$ cat src/rtl/issue_queue_if.sv
`default_nettype none
// ============================================================================
// Module      : issue_queue_if
// Description : Bundle of all fetch, register-bank, CDB, reservation-station
//               and status signals of the in-order issue queue.
// Revision    : 1.0 - initial release
// ============================================================================
interface issue_queue_if #(
    parameter int DEPTH  = 4,
    parameter int DATA_W = 32,
    parameter int TAG_W  = 5,
    parameter int REG_W  = 5,
    parameter int OP_W   = 5,
    parameter int CNT_W  = 16
);
    // fetch side
    logic                       in_fetch_valid;
    logic                       out_fetch_next;
    logic [OP_W-1:0]            in_operator_type;
    logic [REG_W-1:0]           in_reg_1;
    logic [REG_W-1:0]           in_reg_2;
    logic [REG_W-1:0]           in_reg_3;
    // register bank read/rename
    logic [REG_W-1:0]           out_reg_1;
    logic [REG_W-1:0]           out_reg_2;
    logic [DATA_W-1:0]          in_val_1;
    logic [DATA_W-1:0]          in_val_2;
    logic [TAG_W-1:0]           in_tag_1;
    logic [TAG_W-1:0]           in_tag_2;
    logic                       out_bank_enable;
    logic [REG_W-1:0]           out_bank_reg;
    logic [TAG_W-1:0]           out_bank_tag;
    // common data bus
    logic                       in_CDB_broadcast;
    logic [TAG_W-1:0]           in_CDB_tag;
    logic [DATA_W-1:0]          in_CDB_val;
    // reservation station
    logic                       out_rs_enable;
    logic                       in_rs_ready;
    logic [TAG_W-1:0]           in_rs_tag;
    logic [OP_W-1:0]            out_operator_type;
    logic [DATA_W-1:0]          out_val_1;
    logic [DATA_W-1:0]          out_val_2;
    logic [TAG_W-1:0]           out_tag_1;
    logic [TAG_W-1:0]           out_tag_2;
    // control / status
    logic                       in_flush;
    logic [$clog2(DEPTH):0]     out_count;
    logic [CNT_W-1:0]           out_issue_count;

    // environment side (fetch, bank, CDB, RS)
    modport master (
        output in_fetch_valid, in_operator_type, in_reg_1, in_reg_2, in_reg_3,
        output in_val_1, in_val_2, in_tag_1, in_tag_2,
        output in_CDB_broadcast, in_CDB_tag, in_CDB_val,
        output in_rs_ready, in_rs_tag, in_flush,
        input  out_fetch_next, out_reg_1, out_reg_2,
        input  out_bank_enable, out_bank_reg, out_bank_tag,
        input  out_rs_enable, out_operator_type, out_val_1, out_val_2,
        input  out_tag_1, out_tag_2, out_count, out_issue_count
    );

    // issue queue side
    modport slave (
        input  in_fetch_valid, in_operator_type, in_reg_1, in_reg_2, in_reg_3,
        input  in_val_1, in_val_2, in_tag_1, in_tag_2,
        input  in_CDB_broadcast, in_CDB_tag, in_CDB_val,
        input  in_rs_ready, in_rs_tag, in_flush,
        output out_fetch_next, out_reg_1, out_reg_2,
        output out_bank_enable, out_bank_reg, out_bank_tag,
        output out_rs_enable, out_operator_type, out_val_1, out_val_2,
        output out_tag_1, out_tag_2, out_count, out_issue_count
    );
endinterface
`default_nettype wire

$ cat src/rtl/issue_queue.sv
`default_nettype none
// ============================================================================
// Module      : issue_queue
// Description : In-order instruction issue queue. Holds decoded instructions
//               in a circular buffer, reads head operands from the register
//               bank, forwards a same-cycle CDB result, and renames the head
//               destination to the accepting reservation-station tag.
// Revision    : 1.0 - initial release
// ============================================================================
module issue_queue #(
    parameter int DEPTH  = 4,
    parameter int DATA_W = 32,
    parameter int TAG_W  = 5,
    parameter int REG_W  = 5,
    parameter int OP_W   = 5,
    parameter int CNT_W  = 16
) (
    input  logic          clk,
    input  logic          rst_n,
    issue_queue_if.slave  bus
);
    localparam int c_ptr_w = $clog2(DEPTH);
    localparam int c_occ_w = c_ptr_w + 1;
    // all-ones tag: operand value is present, no producer pending
    localparam logic [TAG_W-1:0] INVALID_TAG = '1;

    // entry storage; operands are fetched from the bank at the head instead
    logic [OP_W-1:0]   op_q   [DEPTH];
    logic [REG_W-1:0]  reg1_q [DEPTH];
    logic [REG_W-1:0]  reg2_q [DEPTH];
    logic [REG_W-1:0]  reg3_q [DEPTH];

    logic [c_ptr_w-1:0] head_q, head_d;
    logic [c_ptr_w-1:0] tail_q, tail_d;
    logic [c_occ_w-1:0] count_q, count_d;
    logic [CNT_W-1:0]   issue_cnt_q, issue_cnt_d;

    logic w_full;
    logic w_ready;
    logic w_enq;
    logic w_valid;
    logic w_fire;
    logic w_fwd1;
    logic w_fwd2;

    // a full queue never accepts, even if the head issues this cycle
    assign w_full  = (count_q == c_occ_w'(DEPTH));
    assign w_ready = rst_n & ~bus.in_flush & ~w_full;
    assign w_enq   = bus.in_fetch_valid & w_ready;
    // rst_n gates the offer so a mid-operation reset silences it immediately
    assign w_valid = rst_n & ~bus.in_flush & (count_q != '0);
    assign w_fire  = w_valid & bus.in_rs_ready;

    // a waiting operand picks up a CDB result whose tag it is waiting for
    assign w_fwd1 = bus.in_CDB_broadcast & (bus.in_CDB_tag != INVALID_TAG) &
                    (bus.in_tag_1 != INVALID_TAG) & (bus.in_tag_1 == bus.in_CDB_tag);
    assign w_fwd2 = bus.in_CDB_broadcast & (bus.in_CDB_tag != INVALID_TAG) &
                    (bus.in_tag_2 != INVALID_TAG) & (bus.in_tag_2 == bus.in_CDB_tag);

    assign bus.out_fetch_next    = w_ready;
    assign bus.out_rs_enable     = w_valid;
    assign bus.out_reg_1         = reg1_q[head_q];
    assign bus.out_reg_2         = reg2_q[head_q];
    assign bus.out_operator_type = op_q[head_q];
    assign bus.out_val_1         = w_fwd1 ? bus.in_CDB_val : bus.in_val_1;
    assign bus.out_tag_1         = w_fwd1 ? INVALID_TAG    : bus.in_tag_1;
    assign bus.out_val_2         = w_fwd2 ? bus.in_CDB_val : bus.in_val_2;
    assign bus.out_tag_2         = w_fwd2 ? INVALID_TAG    : bus.in_tag_2;
    // rename lands in the bank at the same edge the head pops, so the
    // head itself still sees the old mapping and its successor the new one
    assign bus.out_bank_enable   = w_fire;
    assign bus.out_bank_reg      = reg3_q[head_q];
    assign bus.out_bank_tag      = bus.in_rs_tag;
    assign bus.out_count         = count_q;
    assign bus.out_issue_count   = issue_cnt_q;

    // pointer, occupancy and issue-counter next state
    always_comb begin
        head_d      = head_q;
        tail_d      = tail_q;
        count_d     = count_q;
        issue_cnt_d = issue_cnt_q;
        if (bus.in_flush) begin
            head_d  = '0;
            tail_d  = '0;
            count_d = '0;
        end else begin
            if (w_enq) begin
                tail_d = tail_q + 1'b1;
            end
            if (w_fire) begin
                head_d      = head_q + 1'b1;
                issue_cnt_d = issue_cnt_q + 1'b1;
            end
            case ({w_enq, w_fire})
                2'b10:   count_d = count_q + 1'b1;
                2'b01:   count_d = count_q - 1'b1;
                default: count_d = count_q;
            endcase
        end
    end

    // control state register with synchronous active-low reset
    always_ff @(posedge clk) begin
        if (!rst_n) begin
            head_q      <= '0;
            tail_q      <= '0;
            count_q     <= '0;
            issue_cnt_q <= '0;
        end else begin
            head_q      <= head_d;
            tail_q      <= tail_d;
            count_q     <= count_d;
            issue_cnt_q <= issue_cnt_d;
        end
    end

    // entry write at the tail; contents need no reset
    always_ff @(posedge clk) begin
        if (w_enq) begin
            op_q[tail_q]   <= bus.in_operator_type;
            reg1_q[tail_q] <= bus.in_reg_1;
            reg2_q[tail_q] <= bus.in_reg_2;
            reg3_q[tail_q] <= bus.in_reg_3;
        end
    end
endmodule
`default_nettype wire

$ cat src/flat_wrapper.sv
// flat-port wrapper written by rule: the top's interface ports become plain ports
module issue_queue_flat 
#(
    parameter int DEPTH  = 4,
    parameter int DATA_W = 32,
    parameter int TAG_W  = 5,
    parameter int REG_W  = 5,
    parameter int OP_W   = 5,
    parameter int CNT_W  = 16
)
  (clk, rst_n, bus_in_fetch_valid, bus_in_operator_type, bus_in_reg_1, bus_in_reg_2, bus_in_reg_3, bus_in_val_1, bus_in_val_2, bus_in_tag_1, bus_in_tag_2, bus_in_CDB_broadcast, bus_in_CDB_tag, bus_in_CDB_val, bus_in_rs_ready, bus_in_rs_tag, bus_in_flush, bus_out_fetch_next, bus_out_reg_1, bus_out_reg_2, bus_out_bank_enable, bus_out_bank_reg, bus_out_bank_tag, bus_out_rs_enable, bus_out_operator_type, bus_out_val_1, bus_out_val_2, bus_out_tag_1, bus_out_tag_2, bus_out_count, bus_out_issue_count);
  issue_queue_if #(.DEPTH(DEPTH), .DATA_W(DATA_W), .TAG_W(TAG_W), .REG_W(REG_W), .OP_W(OP_W), .CNT_W(CNT_W)) bus_i ();
  input  logic clk;
  input  logic rst_n;
  input wire logic [$bits(bus_i.in_fetch_valid)-1:0] bus_in_fetch_valid;
  input wire logic [$bits(bus_i.in_operator_type)-1:0] bus_in_operator_type;
  input wire logic [$bits(bus_i.in_reg_1)-1:0] bus_in_reg_1;
  input wire logic [$bits(bus_i.in_reg_2)-1:0] bus_in_reg_2;
  input wire logic [$bits(bus_i.in_reg_3)-1:0] bus_in_reg_3;
  input wire logic [$bits(bus_i.in_val_1)-1:0] bus_in_val_1;
  input wire logic [$bits(bus_i.in_val_2)-1:0] bus_in_val_2;
  input wire logic [$bits(bus_i.in_tag_1)-1:0] bus_in_tag_1;
  input wire logic [$bits(bus_i.in_tag_2)-1:0] bus_in_tag_2;
  input wire logic [$bits(bus_i.in_CDB_broadcast)-1:0] bus_in_CDB_broadcast;
  input wire logic [$bits(bus_i.in_CDB_tag)-1:0] bus_in_CDB_tag;
  input wire logic [$bits(bus_i.in_CDB_val)-1:0] bus_in_CDB_val;
  input wire logic [$bits(bus_i.in_rs_ready)-1:0] bus_in_rs_ready;
  input wire logic [$bits(bus_i.in_rs_tag)-1:0] bus_in_rs_tag;
  input wire logic [$bits(bus_i.in_flush)-1:0] bus_in_flush;
  output wire logic [$bits(bus_i.out_fetch_next)-1:0] bus_out_fetch_next;
  output wire logic [$bits(bus_i.out_reg_1)-1:0] bus_out_reg_1;
  output wire logic [$bits(bus_i.out_reg_2)-1:0] bus_out_reg_2;
  output wire logic [$bits(bus_i.out_bank_enable)-1:0] bus_out_bank_enable;
  output wire logic [$bits(bus_i.out_bank_reg)-1:0] bus_out_bank_reg;
  output wire logic [$bits(bus_i.out_bank_tag)-1:0] bus_out_bank_tag;
  output wire logic [$bits(bus_i.out_rs_enable)-1:0] bus_out_rs_enable;
  output wire logic [$bits(bus_i.out_operator_type)-1:0] bus_out_operator_type;
  output wire logic [$bits(bus_i.out_val_1)-1:0] bus_out_val_1;
  output wire logic [$bits(bus_i.out_val_2)-1:0] bus_out_val_2;
  output wire logic [$bits(bus_i.out_tag_1)-1:0] bus_out_tag_1;
  output wire logic [$bits(bus_i.out_tag_2)-1:0] bus_out_tag_2;
  output wire logic [$bits(bus_i.out_count)-1:0] bus_out_count;
  output wire logic [$bits(bus_i.out_issue_count)-1:0] bus_out_issue_count;
  assign bus_i.in_fetch_valid = bus_in_fetch_valid;
  assign bus_i.in_operator_type = bus_in_operator_type;
  assign bus_i.in_reg_1 = bus_in_reg_1;
  assign bus_i.in_reg_2 = bus_in_reg_2;
  assign bus_i.in_reg_3 = bus_in_reg_3;
  assign bus_i.in_val_1 = bus_in_val_1;
  assign bus_i.in_val_2 = bus_in_val_2;
  assign bus_i.in_tag_1 = bus_in_tag_1;
  assign bus_i.in_tag_2 = bus_in_tag_2;
  assign bus_i.in_CDB_broadcast = bus_in_CDB_broadcast;
  assign bus_i.in_CDB_tag = bus_in_CDB_tag;
  assign bus_i.in_CDB_val = bus_in_CDB_val;
  assign bus_i.in_rs_ready = bus_in_rs_ready;
  assign bus_i.in_rs_tag = bus_in_rs_tag;
  assign bus_i.in_flush = bus_in_flush;
  assign bus_out_fetch_next = bus_i.out_fetch_next;
  assign bus_out_reg_1 = bus_i.out_reg_1;
  assign bus_out_reg_2 = bus_i.out_reg_2;
  assign bus_out_bank_enable = bus_i.out_bank_enable;
  assign bus_out_bank_reg = bus_i.out_bank_reg;
  assign bus_out_bank_tag = bus_i.out_bank_tag;
  assign bus_out_rs_enable = bus_i.out_rs_enable;
  assign bus_out_operator_type = bus_i.out_operator_type;
  assign bus_out_val_1 = bus_i.out_val_1;
  assign bus_out_val_2 = bus_i.out_val_2;
  assign bus_out_tag_1 = bus_i.out_tag_1;
  assign bus_out_tag_2 = bus_i.out_tag_2;
  assign bus_out_count = bus_i.out_count;
  assign bus_out_issue_count = bus_i.out_issue_count;
  issue_queue #(.DEPTH(DEPTH), .DATA_W(DATA_W), .TAG_W(TAG_W), .REG_W(REG_W), .OP_W(OP_W), .CNT_W(CNT_W)) u_core (.clk(clk), .rst_n(rst_n), .bus(bus_i));
endmodule
$ cat config.mk
export PLATFORM = sky130hd
export DESIGN_NAME = issue_queue_flat
export DESIGN_NICKNAME = d
export VERILOG_FILES = /design/src/rtl/issue_queue_if.sv /design/src/rtl/issue_queue.sv /design/src/flat_wrapper.sv
export SDC_FILE = /design/constraint.sdc
export NUM_CORES = 1
export LEC_CHECK = 0
export CAP_MARGIN = 15
export CORE_MARGIN = 2
export CORE_UTILIZATION = 36
export CTS_CLUSTER_DIAMETER = 40
export DETAILED_ROUTE_END_ITERATION = 7
export GPL_ROUTABILITY_DRIVEN = 0
export HOLD_SLACK_MARGIN = 0.06
export PLACE_DENSITY_LB_ADDON = 0.05
export SETUP_SLACK_MARGIN = 0.02
export SYNTH_ARGS = -nofsm -noshare
export SYNTH_HDL_FRONTEND = slang
export SYNTH_SLANG_ARGS = --single-unit
export TNS_END_PERCENT = 5
$ cat constraint.sdc
create_clock -name clk -period 3 [get_ports clk]
set_clock_uncertainty 0.05 [all_clocks]
set_input_delay 0.9 -clock clk [delete_from_list [all_inputs] [get_ports clk]]
set_output_delay 0.9 -clock clk [all_outputs]
set_load 0.03 [all_outputs]
==> impl_metrics.ini <==
[synthesis]
yosysTopAreaCell = edfxtp_1
syn_area_mm2 = 0.00515
synthCells = 348
yosys-top-cells-area = edfxtp_1 (47%), mux2_2 (14%), dfxtp_1 (9.7%)
synth_seq_cells = 105
synth_most_common_cell = edfxtp_1
yosysWarnings = 0
synth_area_per_cell_um2 = 14.8
yosysSeqAreaShare_pct = 56.3
async_flop_share_pct = 0
syn_nets = 497
synth_edf_count = 80
ys_types = 40
synthFlopType = edfxtp_1
synth_common_cells = edfxtp_1 (80), mux2_2 (64), dfxtp_1 (25)
yosysTopAreaCellShare_pct = 46.6

[pwr]
switching_share_pct = 23.6
pwr-share-clk_pct = 33.2
internal-power_mw = 2.64
power_frac_comb_pct = 21.2
total_leakage_power_nw = 3.53
powerDensity_mw_per_mm2 = 371
p_switching_mw = 0.817
vdd_drop_max_v = 0.000334
p_seq_share_pct = 45.6

[clock_network]
cts_buffer_depth = 2
clkTransAtPathRegs_ns = 0.06
numClockSinks = 105
htree_levels = 3
cts_tree = built
clk_latency_ns = 0.34
root_buffer = clkbuf_16
cts_inserted_buffers = 9

[setup_path]
critPathCaptureType = output pin
r2r-start = u_core.bus.out_count[2]$_SDFFE_PP0P_
reg2reg_to = u_core.bus.out_count[2]$_SDFFE_PP0P_
worstSetupPathType = in -> out
worstPathArrival_ns = 2.50
crit_path_max_fanout = 5
reg2regPathDepth = 9
reg2reg_slack_ns = 0.77
critPathLaunchType = input port
required_ns = 2.05

[detailed_routing]
drtPass1Iterations = 4
wire_per_inst_um = 19.9
via_per_inst = 5.00
drt_iter0_drc = 178
ant_nets = 0
vias = 4153
wirelength_um = 16500
drc = 0

[timing]
finalSetupTns_ns = -24.18
fin_ws_ns = -0.446
max-slew-margin-rel_pct = 73.6
period_share_pct = 115
timing.fmax_mhz = 290
finalCriticalPeriod_ns = 3.45
drv_slew = 0
rsz0062_at_grt = true
setup_viol = 74
hold-worst-slack_ns = 0.425
tightest_slew_ns = 0.390
final_hold_viol_count = 0

[place]
place_hpwl_um = 12500
dp_cells = 796
port_buffers = 252
placed_area_mm2 = 0.00838

[global_route]
track_usage_pct = 21.4
grt_first_pass_wirelength_um = 24000
gr-total-overflow = 0
antenna_found_initial = 1
grt_max_degree = 21
grt_pass1_vias = 4359

[run_status]
status = finished, violations left
failed_checks = negative setup slack

[cells_and_area]
nNetsFinal = 793
fin_util_pct = 66.8
drive_gt1_share_pct = 42.2
synthToLayoutAreaGrowth_pct = 80.5
final_cell_area_mm2 = 0.00930
final_cells = 830

[worst_hold_path]
hold_path_startpoint = u_core.bus.out_issue_count[15]$_SDFFE_PN0P_
whs_path_depth = 2
hp-class = reg -> reg
worstHoldEndpoint = u_core.bus.out_issue_count[15]$_SDFFE_PN0P_

[floorplanning]
rows = 43
io_pins = 263
fp.dieW_um = 124
die-area_mm2 = 0.0153
initial_core_util_pct = 37.0
die_h_um = 124
core_mm2 = 0.0139

[job]
maxCapViolations = 0
[worst max path at each step]
stage,slack (ns),to,cells past startpoint,from
2_1_floorplan,-0.18,bus_out_val_1[10],5,bus_in_CDB_tag[3]
3_3_place_gp,-1.23,bus_out_val_2[2],7,bus_in_CDB_tag[2]
3_5_place_dp,-1.27,bus_out_val_1[2],7,bus_in_CDB_tag[2]
4_1_cts,-0.43,bus_out_val_1[21],9,bus_in_tag_1[2]
5_1_grt,-0.50,bus_out_val_1[4],9,bus_in_tag_1[0]
6_report,-0.45,bus_out_val_1[4],9,bus_in_tag_1[0]
[through the flow]
| stage | power (mW) | worst slack (ns) |
|---|---|---|
| 2_1_floorplan | 1.91 | -0.179 |
| 4_1_cts | 3.48 | -0.429 |
| 6_report | 3.46 | -0.446 |
| 3_3_place_gp | 2.28 | -1.23 |
| 5_1_grt | 3.57 | -0.504 |
| 3_5_place_dp | 2.29 | -1.27 |
[placed cells by master (no fill, tap or decap), types with 8 or more instances in the layout]
| master | n |
|---|---|
| nand2_1 | 12 |
| clkbuf_16 | 9 |
| xnor2_2 | 8 |
| clkdlybuf4s50_1 | 139 |
| clkdlybuf4s15_2 | 15 |
| buf_12 | 22 |
| mux2_4 | 64 |
| a21oi_1 | 9 |
| dfxtp_1 | 24 |
| mux4_2 | 20 |
| edfxtp_1 | 80 |
| inv_1 | 9 |
| nand4_1 | 9 |
| buf_6 | 68 |
| dlygate4sd2_1 | 16 |
| buf_8 | 10 |
| nor2_1 | 14 |
| buf_4 | 23 |
[metal layers]
layer	part of all wire, %	vias to the layer above	global-route usage (%)
met5	0	-	0
met4	1.8	0	7.32
met3	7.5	22	5.36
met2	53	176	36.9
met1	38	2026	26.0
li1	-	1929	-
[sequential cells by signal (all words and copies together), names as in the netlist, named ones only]
name,flops
u_core.op_q,20
u_core.reg1_q,20
u_core.reg2_q,20
u_core.reg3_q,20
u_core.bus.out_issue_count,16
u_core.bus.out_count,3
u_core.head_q,2
u_core.tail_q,2
[critical path: stages]
cell and delay (ns):
buf_8 0.10, xnor2_2 0.15, nand4_1 0.17, a211oi_4 0.29
buf_6 0.17, buf_12 0.12, buf_8 0.11, mux2_4 0.33
buf_6 0.15
[power groups by stage]
stage	combinational [mW]	clock (mW)	sequential, mW
after global placement	0.676	0	1.61
after floorplan	0.302	0	1.61
after global routing	0.766	1.23	1.58
after detailed placement	0.680	0	1.61
final	0.734	1.15	1.58
after CTS	0.731	1.17	1.58
[cell type report]
class	count	area (µm²)
antenna	1	2.50
multi-input combinational	214	2410
tap	180	225
inverter	11	42.5
clock buffer	10	229
clock inverter	6	66.3
sequential	105	2900
fill	1004	4630
timing repair buffer	303	3430
[cell families after synthesis]
family | synth area share, %
XOR/XNOR | 2.89
multiplexers | 23.5
AO/OA/AOI/OAI | 3.57
buffers and inverters | 3.42
AND/OR/NAND/NOR | 8.43
flip-flops | 56.3
adder cells (fa/ha/maj) | 1.85
[repair_timing]
action,in CTS,in global routing
gates resized for setup,396,9
setup endpoints to repair,91,76
gates cloned,6,0
pin swaps,16,2
hold buffers,0,0
setup buffers,8,3
Note: power is estimated with default switching activity, not from simulation.
